**src/rtl/cp0_vic_pkg.sv**
```systemverilog
// Shared encodings for the vectored CP0 interrupt controller:
// pipeline operation codes, register addresses and STATUS bit positions.
package cp0_vic_pkg;

    localparam int unsigned OPER_W  = 2;
    localparam int unsigned ADDR_W  = 5;
    localparam int unsigned DATA_W  = 32;
    localparam int unsigned CAUSE_W = 4;

    typedef enum logic [OPER_W-1:0] {
        OPER_NONE = 2'd0,
        OPER_MFC0 = 2'd1,
        OPER_MTC0 = 2'd2,
        OPER_ERET = 2'd3
    } oper_e;

    localparam logic [ADDR_W-1:0] REG_STATUS  = 5'd0;
    localparam logic [ADDR_W-1:0] REG_MASK    = 5'd1;
    localparam logic [ADDR_W-1:0] REG_MODE    = 5'd2;
    localparam logic [ADDR_W-1:0] REG_PENDING = 5'd3;
    localparam logic [ADDR_W-1:0] REG_EPC     = 5'd4;
    localparam logic [ADDR_W-1:0] REG_CAUSE   = 5'd5;
    localparam logic [ADDR_W-1:0] REG_BASE    = 5'd6;

    localparam int unsigned ST_IE  = 0;
    localparam int unsigned ST_EXL = 1;

endpackage

```
**src/rtl/irq_sync_edge.sv**
```systemverilog
// One interrupt line: multi-flop synchronizer followed by a rising-edge
// detector on the synchronized level.
module irq_sync_edge #(
    parameter int unsigned SYNC_STAGES = 2
) (
    input  logic clk,
    input  logic rst,
    input  logic d,
    output logic level,
    output logic rise_c
);

    logic [SYNC_STAGES-1:0] sync_q;
    logic                   prev_q;

    // Zeroed history makes a line held high through reset look like a fresh edge.
    always_ff @(posedge clk) begin
        if (rst) begin
            sync_q <= '0;
            prev_q <= 1'b0;
        end else begin
            sync_q[0] <= d;
            for (int i = 1; i < int'(SYNC_STAGES); i++) begin
                sync_q[i] <= sync_q[i-1];
            end
            prev_q <= sync_q[SYNC_STAGES-1];
        end
    end

    assign level  = sync_q[SYNC_STAGES-1];
    assign rise_c = level & ~prev_q;

endmodule

```
**src/rtl/cp0_vic.sv**
```systemverilog
// Vectored multi-channel CP0 interrupt controller: coprocessor register file,
// fixed-priority arbitration, and take/ERET forced-jump generation.
module cp0_vic
    import cp0_vic_pkg::*;
#(
    parameter int unsigned       N_IRQ       = 4,
    parameter int unsigned       SYNC_STAGES = 2,
    parameter logic [DATA_W-1:0] VEC_BASE    = 32'h0000_0020,
    parameter int unsigned       VEC_SHIFT   = 3
) (
    input  logic                clk,
    input  logic                rst,
    input  logic [OPER_W-1:0]   oper,
    input  logic [ADDR_W-1:0]   addr_r,
    output logic [DATA_W-1:0]   data_r,
    input  logic [ADDR_W-1:0]   addr_w,
    input  logic [DATA_W-1:0]   data_w,
    input  logic [N_IRQ-1:0]    ir_in,
    input  logic                ir_en,
    input  logic [DATA_W-1:0]   ret_addr,
    output logic                ir,
    output logic                ir_valid,
    output logic                ir_wait,
    output logic [CAUSE_W-1:0]  ir_cause,
    output logic                jump_en,
    output logic [DATA_W-1:0]   jump_addr
);

    // Lowest set index wins; channel 0 has the highest priority.
    function automatic logic [CAUSE_W-1:0] prio_enc(input logic [N_IRQ-1:0] v);
        logic [CAUSE_W-1:0] idx;
        idx = '0;
        for (int i = int'(N_IRQ) - 1; i >= 0; i--) begin
            if (v[i]) idx = CAUSE_W'(i);
        end
        return idx;
    endfunction

    logic [N_IRQ-1:0] sync_lvl;
    logic [N_IRQ-1:0] sync_rise;

    for (genvar g = 0; g < N_IRQ; g++) begin : g_sync
        irq_sync_edge #(
            .SYNC_STAGES(SYNC_STAGES)
        ) u_sync (
            .clk    (clk),
            .rst    (rst),
            .d      (ir_in[g]),
            .level  (sync_lvl[g]),
            .rise_c (sync_rise[g])
        );
    end

    logic                ie_q;
    logic                exl_q;
    logic [N_IRQ-1:0]    mask_q;
    logic [N_IRQ-1:0]    mode_q;
    logic [N_IRQ-1:0]    pend_q;
    logic [DATA_W-1:0]   epc_q;
    logic [DATA_W-1:0]   base_q;
    logic [CAUSE_W-1:0]  cause_q;

    logic [N_IRQ-1:0]    pending_c;
    logic [N_IRQ-1:0]    req_c;
    logic [N_IRQ-1:0]    w1c_c;
    logic [N_IRQ-1:0]    take_clr_c;
    logic [N_IRQ-1:0]    pend_d_c;
    logic [CAUSE_W-1:0]  sel_c;
    logic                is_mtc0_c;
    logic                is_eret_c;
    logic                take_c;

    // Edge channels use the latched bit; level channels follow the synchronized line.
    assign pending_c  = (mode_q & pend_q) | (~mode_q & sync_lvl);
    assign req_c      = pending_c & mask_q;
    assign sel_c      = prio_enc(req_c);
    assign ir_valid   = ie_q & (|req_c);
    assign ir_wait    = ir_valid & (exl_q | ~ir_en);

    assign is_mtc0_c  = (oper == OPER_MTC0);
    assign is_eret_c  = (oper == OPER_ERET);
    assign take_c     = ir_valid & ~exl_q & ir_en & ~is_eret_c;

    assign w1c_c      = (is_mtc0_c && addr_w == REG_PENDING) ? data_w[N_IRQ-1:0] : '0;
    assign take_clr_c = take_c ? (N_IRQ'(1) << sel_c) : '0;
    // A new edge beats any clear in the same cycle.
    assign pend_d_c   = mode_q & ((pend_q & ~(w1c_c | take_clr_c)) | sync_rise);

    always_comb begin
        data_r = '0;
        case (addr_r)
            REG_STATUS: begin
                data_r[ST_IE]  = ie_q;
                data_r[ST_EXL] = exl_q;
            end
            REG_MASK:    data_r = DATA_W'(mask_q);
            REG_MODE:    data_r = DATA_W'(mode_q);
            REG_PENDING: data_r = DATA_W'(pending_c);
            REG_EPC:     data_r = epc_q;
            REG_CAUSE:   data_r = DATA_W'(cause_q);
            REG_BASE:    data_r = base_q;
            default:     data_r = '0;
        endcase
    end

    // Register file plus jump generation; take beats MTC0, ERET beats take.
    always_ff @(posedge clk) begin
        if (rst) begin
            ie_q      <= 1'b0;
            exl_q     <= 1'b0;
            mask_q    <= '0;
            mode_q    <= '0;
            pend_q    <= '0;
            epc_q     <= '0;
            base_q    <= VEC_BASE;
            cause_q   <= '0;
            ir_cause  <= '0;
            jump_en   <= 1'b0;
            ir        <= 1'b0;
            jump_addr <= '0;
        end else begin
            pend_q  <= pend_d_c;
            jump_en <= 1'b0;
            ir      <= 1'b0;

            if (is_mtc0_c) begin
                case (addr_w)
                    REG_STATUS: ie_q    <= data_w[ST_IE];
                    REG_MASK:   mask_q  <= data_w[N_IRQ-1:0];
                    REG_MODE:   mode_q  <= data_w[N_IRQ-1:0];
                    REG_EPC:    epc_q   <= data_w;
                    REG_CAUSE:  cause_q <= data_w[CAUSE_W-1:0];
                    REG_BASE:   base_q  <= data_w;
                    default: ;
                endcase
            end

            if (take_c) begin
                epc_q     <= ret_addr;
                cause_q   <= sel_c;
                ir_cause  <= sel_c;
                exl_q     <= 1'b1;
                jump_en   <= 1'b1;
                ir        <= 1'b1;
                jump_addr <= base_q + (DATA_W'(sel_c) << VEC_SHIFT);
            end else if (is_eret_c) begin
                exl_q     <= 1'b0;
                jump_en   <= 1'b1;
                jump_addr <= epc_q;
            end
        end
    end

endmodule

```
**config.mk**
```make
export PLATFORM = sky130hd
export DESIGN_NAME = cp0_vic
export DESIGN_NICKNAME = d
export VERILOG_FILES = /design/src/rtl/cp0_vic_pkg.sv /design/src/rtl/irq_sync_edge.sv /design/src/rtl/cp0_vic.sv
export SDC_FILE = /design/constraint.sdc
export NUM_CORES = 1
export LEC_CHECK = 0
export CORE_ASPECT_RATIO = 1.1
export CORE_MARGIN = 10
export CORE_UTILIZATION = 50
export CTS_CLUSTER_DIAMETER = 80
export DETAILED_ROUTE_END_ITERATION = 12
export PLACE_DENSITY = 0.8
export SLEW_MARGIN = 10
export SYNTH_ARGS = -nofsm -noshare
export SYNTH_HDL_FRONTEND = slang
export SYNTH_SLANG_ARGS = --single-unit
export TNS_END_PERCENT = 10
```
**constraint.sdc**
```tcl
create_clock -name clk -period 3.35 [get_ports clk]
set_input_delay 0.335 -clock clk [delete_from_list [all_inputs] [get_ports clk]]
set_output_delay 0.335 -clock clk [all_outputs]
set_load 0.01 [all_outputs]
```
==> After elaboration in Yosys (flattened, before gate mapping) <==
Cells that the tools add are included.
{ "word_totals": {"register_bits": 132, "latch_bits": 0, "ramBits": 0, "rom_bits": 0, "inputBits": 83, "out_inout_bits": 72, "wordCells": 98, "memories": 0} }
{ "classes": {"add_sub_neg": 1, "multipliers": 0, "div_mod_pow": 0, "magnitude_cmp": 0, "n_eq_ne": 14, "n_shift": 1, "mux": 21, "bitwise_logic": 27, "n_reduce_logical": 14} }
{ "ops": {"columns": ["cell", "count"], "rows": [
  ["$pmux W30 S6", 1],
  ["$mux W32", 5],
  ["$add A32 B7 Y32", 1],
  ["$eq A5 B3 Y1 const B", 6],
  ["$mux W4", 7],
  ["$and A4 B4 Y4", 5],
  ["$eq A5 B2 Y1 const B", 4],
  ["$pmux W2 S7", 1],
  ["$or A4 B4 Y4", 3],
  ["$reduce_and A2 Y1", 6],
  ["$eq A5 B1 Y1 const B", 2],
  ["$logic_not A5 Y1", 2],
  ["$and A1 B1 Y1", 9],
  ["$not A4 Y4", 2],
  ["$reduce_bool A2 Y1", 4],
  ["$not A1 Y1", 7],
  ["$mux W1", 5],
  ["$eq A2 B2 Y1 const B", 2],
  ["$mux W2", 2],
  ["$reduce_or A4 Y1", 1],
  ["$shl A1 B4 Y4 const A", 1],
  ["$logic_and A1 B1 Y1", 1],
  ["$or A1 B1 Y1", 1]
]} }

==> Longest topological paths before layout <==
{ "depth": {"depth_word": 15, "mapped_depth": 11, "depth_no_buf": 11} }

==> Modules after synthesis <==
Synthesis repeated with hierarchy kept, for this count alone.
{ "unflattened": {"cells_unflattened": 785, "area_unflattened_um2": 6686.4} }
{ "modules_own_cells": {"columns": ["module", "instances", "cells_each", "area_per_inst_um2", "seq_area_each_um2"], "rows": [
  ["cp0_vic", 1, 757, 6336.1, 2362.3],
  ["irq_sync_edge", 4, 7, 87.6, 60.1]
]} }

==> Least setup slack after synthesis <==
OpenSTA, ideal clock, no wires.
{ "synth_timing": {"path_type": "register to register", "from": "register mode_q[1]", "to": "register jump_addr[21]", "setup_time_ns": 0.123, "t_arrival_ns": 2.636, "required_time_ns": 3.227, "path_slack_ns": 0.591, "stages_incl_launch_ff": 10, "n_path_buf": 0, "period_less_slack_ns": 2.759, "cell_sequence": "dfxtp_1 > mux2_2 > a2bb2oi_1 > nand2_1 > fa_1 > nor2b_1 > nand3_1 > o31a_1 > nor3_1 > o21ai_0"} }
{ "synth_between": {"elab_chain_cells": 10, "elab_cells_between_ends": 15, "cone_classes": "add/sub (1); mux (3); bitwise (9); reduce/logical (2)"} }
{ "synth_rtl": {"columns": ["element", "line", "text"], "rows": [
  ["start: declaration", "cp0_vic.sv:57", "logic [N_IRQ-1:0] mode_q;"],
  ["start signal: assignment", "cp0_vic.sv:130", "REG_MODE: mode_q <= data_w[N_IRQ-1:0];"],
  ["$not A4 Y4", "cp0_vic.sv:74", "assign pending_c = (mode_q & pend_q) | (~mode_q & sync_lvl);"],
  ["$and A4 B4 Y4", "cp0_vic.sv:74", null],
  ["$or A4 B4 Y4 (*)", "cp0_vic.sv:74", null],
  ["$and A4 B4 Y4 (*)", "cp0_vic.sv:75", "assign req_c = pending_c & mask_q;"],
  ["parallel branches: the longest is 6 deep, another holds $add A32 B7 Y32", null, null],
  ["end signal: assignment", "cp0_vic.sv:145", "jump_addr <= base_q + (DATA_W'(sel_c) << VEC_SHIFT);"],
  ["end signal: assignment", "cp0_vic.sv:149", "jump_addr <= epc_q;"],
  ["end: declaration", "cp0_vic.sv:26", "output logic [DATA_W-1:0] jump_addr"]
]} }
Mark *: on every way between the ends.
A chain may end at the register's enable or synchronous reset.

==> Worst setup path in the final report <==
{ "layout_timing": {"from": "register mode_q[2]", "to": "register jump_addr[19]"} }
{ "layout_between": {"elab_cells_between_ends": 16, "cone_classes": "add/sub (1); mux (4); bitwise (9); reduce/logical (2)"} }
{ "layout_lines": {"columns": ["element", "line", "text"], "rows": [
  ["$not A4 Y4", "cp0_vic.sv:74", null],
  ["$and A4 B4 Y4", "cp0_vic.sv:74", null],
  ["$or A4 B4 Y4 (*)", "cp0_vic.sv:74", null],
  ["$and A4 B4 Y4 (*)", "cp0_vic.sv:75", null],
  ["$mux W2 (*)", "cp0_vic.sv:34", "if (v[i]) idx = CAUSE_W'(i);"],
  ["$mux W4 (*) (2 in a row)", "cp0_vic.sv:34", null],
  ["via sel_c[0]", "cp0_vic.sv:68", "logic [CAUSE_W-1:0] sel_c;"],
  ["$add A32 B7 Y32 (*)", "cp0_vic.sv:145", null],
  ["$mux W32 (*)", "cp0_vic.sv:138", "if (take_c) begin"]
]} }
Mark *: on every way through the listed nets, which the timed path passes. The rest lies on a longest branch.

==> results_dict.tcl <==
set metrics [dict create \
    final_period_minus_worst_setup_slack_ns 3.06 \
    clk_latency_ns 0.43 \
    clock_power_share_pct 53.9 \
    cts.sinks 130 \
    via_count_of_the_first_global_routing_pass 6280 \
    detail_route.iter0.violations 653 \
    core-area_sq_um 12700 \
    synth_cell_type_count 66 \
    clock_tree.root_cell "sky130_fd_sc_hd__clkbuf_16" \
    netlist.top_cell.by_area "sky130_fd_sc_hd__dfxtp_1" \
    timing_hold_violations_final 0 \
    synth.cells.most_frequent "sky130_fd_sc_hd__dfxtp_1, sky130_fd_sc_hd__nand2_1, sky130_fd_sc_hd__nor2_1, sky130_fd_sc_hd__mux2i_1" \
    area_growth_pct 35.6 \
    netlist_top_cells_area "sky130_fd_sc_hd__dfxtp_1, sky130_fd_sc_hd__mux2i_1, sky130_fd_sc_hd__nand2_1" \
    hold_path.class "input port to register" \
    finalCoreUtilization_pct 69.9 \
    final_layout_size_suffix_gt1_share_pct 8.23 \
    gp_routability_congestion 0.953 \
    routed-via-count 6410 \
    grt.total_usage_pct 23.7 \
    nets 1009 \
    routed_wl_microns 21400 \
    comb_power_share_pct 6.4 \
    die_width_microns 129 \
    clock.fmax_ghz 0.327 \
    synthesis.instances 792 \
    worst-path-max-fanout 6 \
    seq_area_frac_synth_pct 39.8 \
    fp-row-count 43 \
    switchingPower_uw 810 \
    post_detailed_route_count_of_antenna_violating_nets 0 \
    global_route_wire_length_before_repair_microns 34100 \
    yosys.area.top_type_share_pct 39.8 \
    critPathArrivalTime_ns 3.41 \
    tritoncts "done" \
    worstMarginPinSlew_ns 0.794 \
    floorplan.die_area_sq_um 18100 \
    synthesis.area_per_instance_sq_um 8.26 \
    synth.most_common_cell "sky130_fd_sc_hd__dfxtp_1" \
    critical_path_class "register to register" \
    power.density_nw_per_um2 445 \
    seq_power_share_pct 39.7 \
    detail_route.vias_per_cell 5.86 \
    outcome "finished clean" \
    post-route-drc-count 0 \
    worstSetupStartpointType "register" \
    cts_buffers 17 \
    placed_cell_area_sq_um 8180 \
    max_cap_viols 0 \
    setup-violations-final 0 \
    synth-seq-cells 130 \
    timing.critical_path.to_type "register" \
    fin_tns_setup_ns 0 \
    final_period_utilization_pct 91.4 \
    ys_warn_count 0 \
    hpwl_microns 14600 \
    routed_len_inst_microns 19.6 \
    finalClockSkew_ns 0.00838 \
    timing_max_transition_violations_final 0 \
    antenna_cells 0 \
    power.ir.vdd_worst_mv 0.334 \
    firstDrtPassIters 5 \
    grt_ovf 0 \
    port_buffers 152 \
    worst_case_clock_buffer_depth 2 \
    worst_ep_required_time_ns 3.70 \
    synthArstFlopShare_pct 0 \
    syn_area_sq_um 6540 \
    h-tree-depth 4 \
    clock_transition_at_the_registers_of_the_reported_paths_ns 0.06 \
    grt_start_max_net_pins 69 \
    power.leakage_nw 3.27 \
    setup_repair_after_global_routing_missed_its_margin "false" \
    initial_core_util_pct 51.5 \
    initial_antenna_violation_count 0 \
    synth_edf_count 0 \
    power.internal_mw 3.14 \
    maxSlewHeadroom_pct 47.0 \
    finish.instance_area_sq_um 8880 \
    ys_dominant_reg_cell "sky130_fd_sc_hd__dfxtp_1" \
    power_switching_share_pct 20.5 \
    ioPinCount 155 \
    die_h_microns 140 \
]
## layer usage
metal,part of all wire [%],GRT usage [%]
met5,0,0
met1,42,29.0
met4,1.8,7.73
met2,49,38.7
met3,7.8,7.25
## what timing repair did
action / CTS / global route
resized for setup: 0 / 3
buffers inserted: 0 / 0
endpoints found under the setup margin: 0 / 6
hold buffers: 0 / 0
## logic make-up after synthesis
family | share of synthesized area, %
buf+inv | 5.01
simple gates | 22.5
xor+xnor | 3.08
fa+ha+maj | 0.688
compound gates | 15.5
flops | 39.8
mux | 13.4
other cells | 0.0573
## stage by stage
stage               cells  setup slack, ns  power [mW]  hold WS [ns]
global route         1093            0.121        4.04         0.359
CTS                  1093            0.169        3.96         0.312
finish               1093            0.288        3.95         0.333
global placement     1061            0.391        1.85         0.425
detailed placement   1061            0.316        1.85         0.453
floorplan             793            0.591        1.70         0.414
## power by group through the flow
stage	combinational [mW]	clock (mW)	sequential (mW)
floorplan	0.0961	0	1.60
global placement	0.246	0	1.60
detailed placement	0.246	0	1.60
CTS	0.248	2.15	1.57
global route	0.266	2.21	1.57
finish	0.251	2.13	1.57
## registers in the layout, indices dropped and copies added (netlist names)
register,cells
base_q,32
cause_q,4
epc_q,32
exl_q,1
g_sync.u_sync.prev_q,4
g_sync.u_sync.sync_q,8
ie_q,1
ir,1
ir_cause,2
jump_addr,32
jump_en,1
mask_q,4
mode_q,4
pend_q,4
## cell type report
type                       count  area, sq um
clock buffer                  22          474
clock inverter                10          203
fill                        1040         3820
inverter                      18         67.6
multi-input combinational    584         3660
sequential                   130         2600
tap                          157          196
timing repair buffer         172         1680
## cells in the final DEF (no fill, tap or decap), drive strengths merged, types with 19 or more instances in the layout
cell             n
a211oi          33
a21oi           50
buf             22
clkbuf          22
clkdlybuf4s50  150
dfxtp          130
mux2i           80
nand2          110
nand3           49
nor2            86
nor3            19
o21ai           26
xnor2           20
## path summary, 6_finish.rpt
path                              startpoint                         end  slack [ns]  cells after the start
setup / recovery                   mode_q[2]               jump_addr[19]        0.29                     11
hold / removal                           rst               jump_addr[27]        0.33                      2
setup reg to reg                   mode_q[2]               jump_addr[19]        0.29                     11
hold reg to reg   g_sync[1].u_sync.sync_q[0]  g_sync[1].u_sync.sync_q[1]        0.46                      1
## worst max-delay path, stage by stage, from the launching register on
cell                       delay (ns)
sky130_fd_sc_hd__dfxtp_1         0.45
sky130_fd_sc_hd__mux2i_1         0.26
sky130_fd_sc_hd__o211ai_1        0.14
sky130_fd_sc_hd__a21oi_2         0.29
sky130_fd_sc_hd__ha_1            0.23
sky130_fd_sc_hd__inv_1           0.06
sky130_fd_sc_hd__fa_1            0.42
sky130_fd_sc_hd__nand4b_1        0.32
sky130_fd_sc_hd__nor4_2          0.35
sky130_fd_sc_hd__xor2_1          0.21
sky130_fd_sc_hd__nor2_1          0.05
sky130_fd_sc_hd__o21ai_0         0.21
No activity file was read; power rests on OpenSTA's default activity.
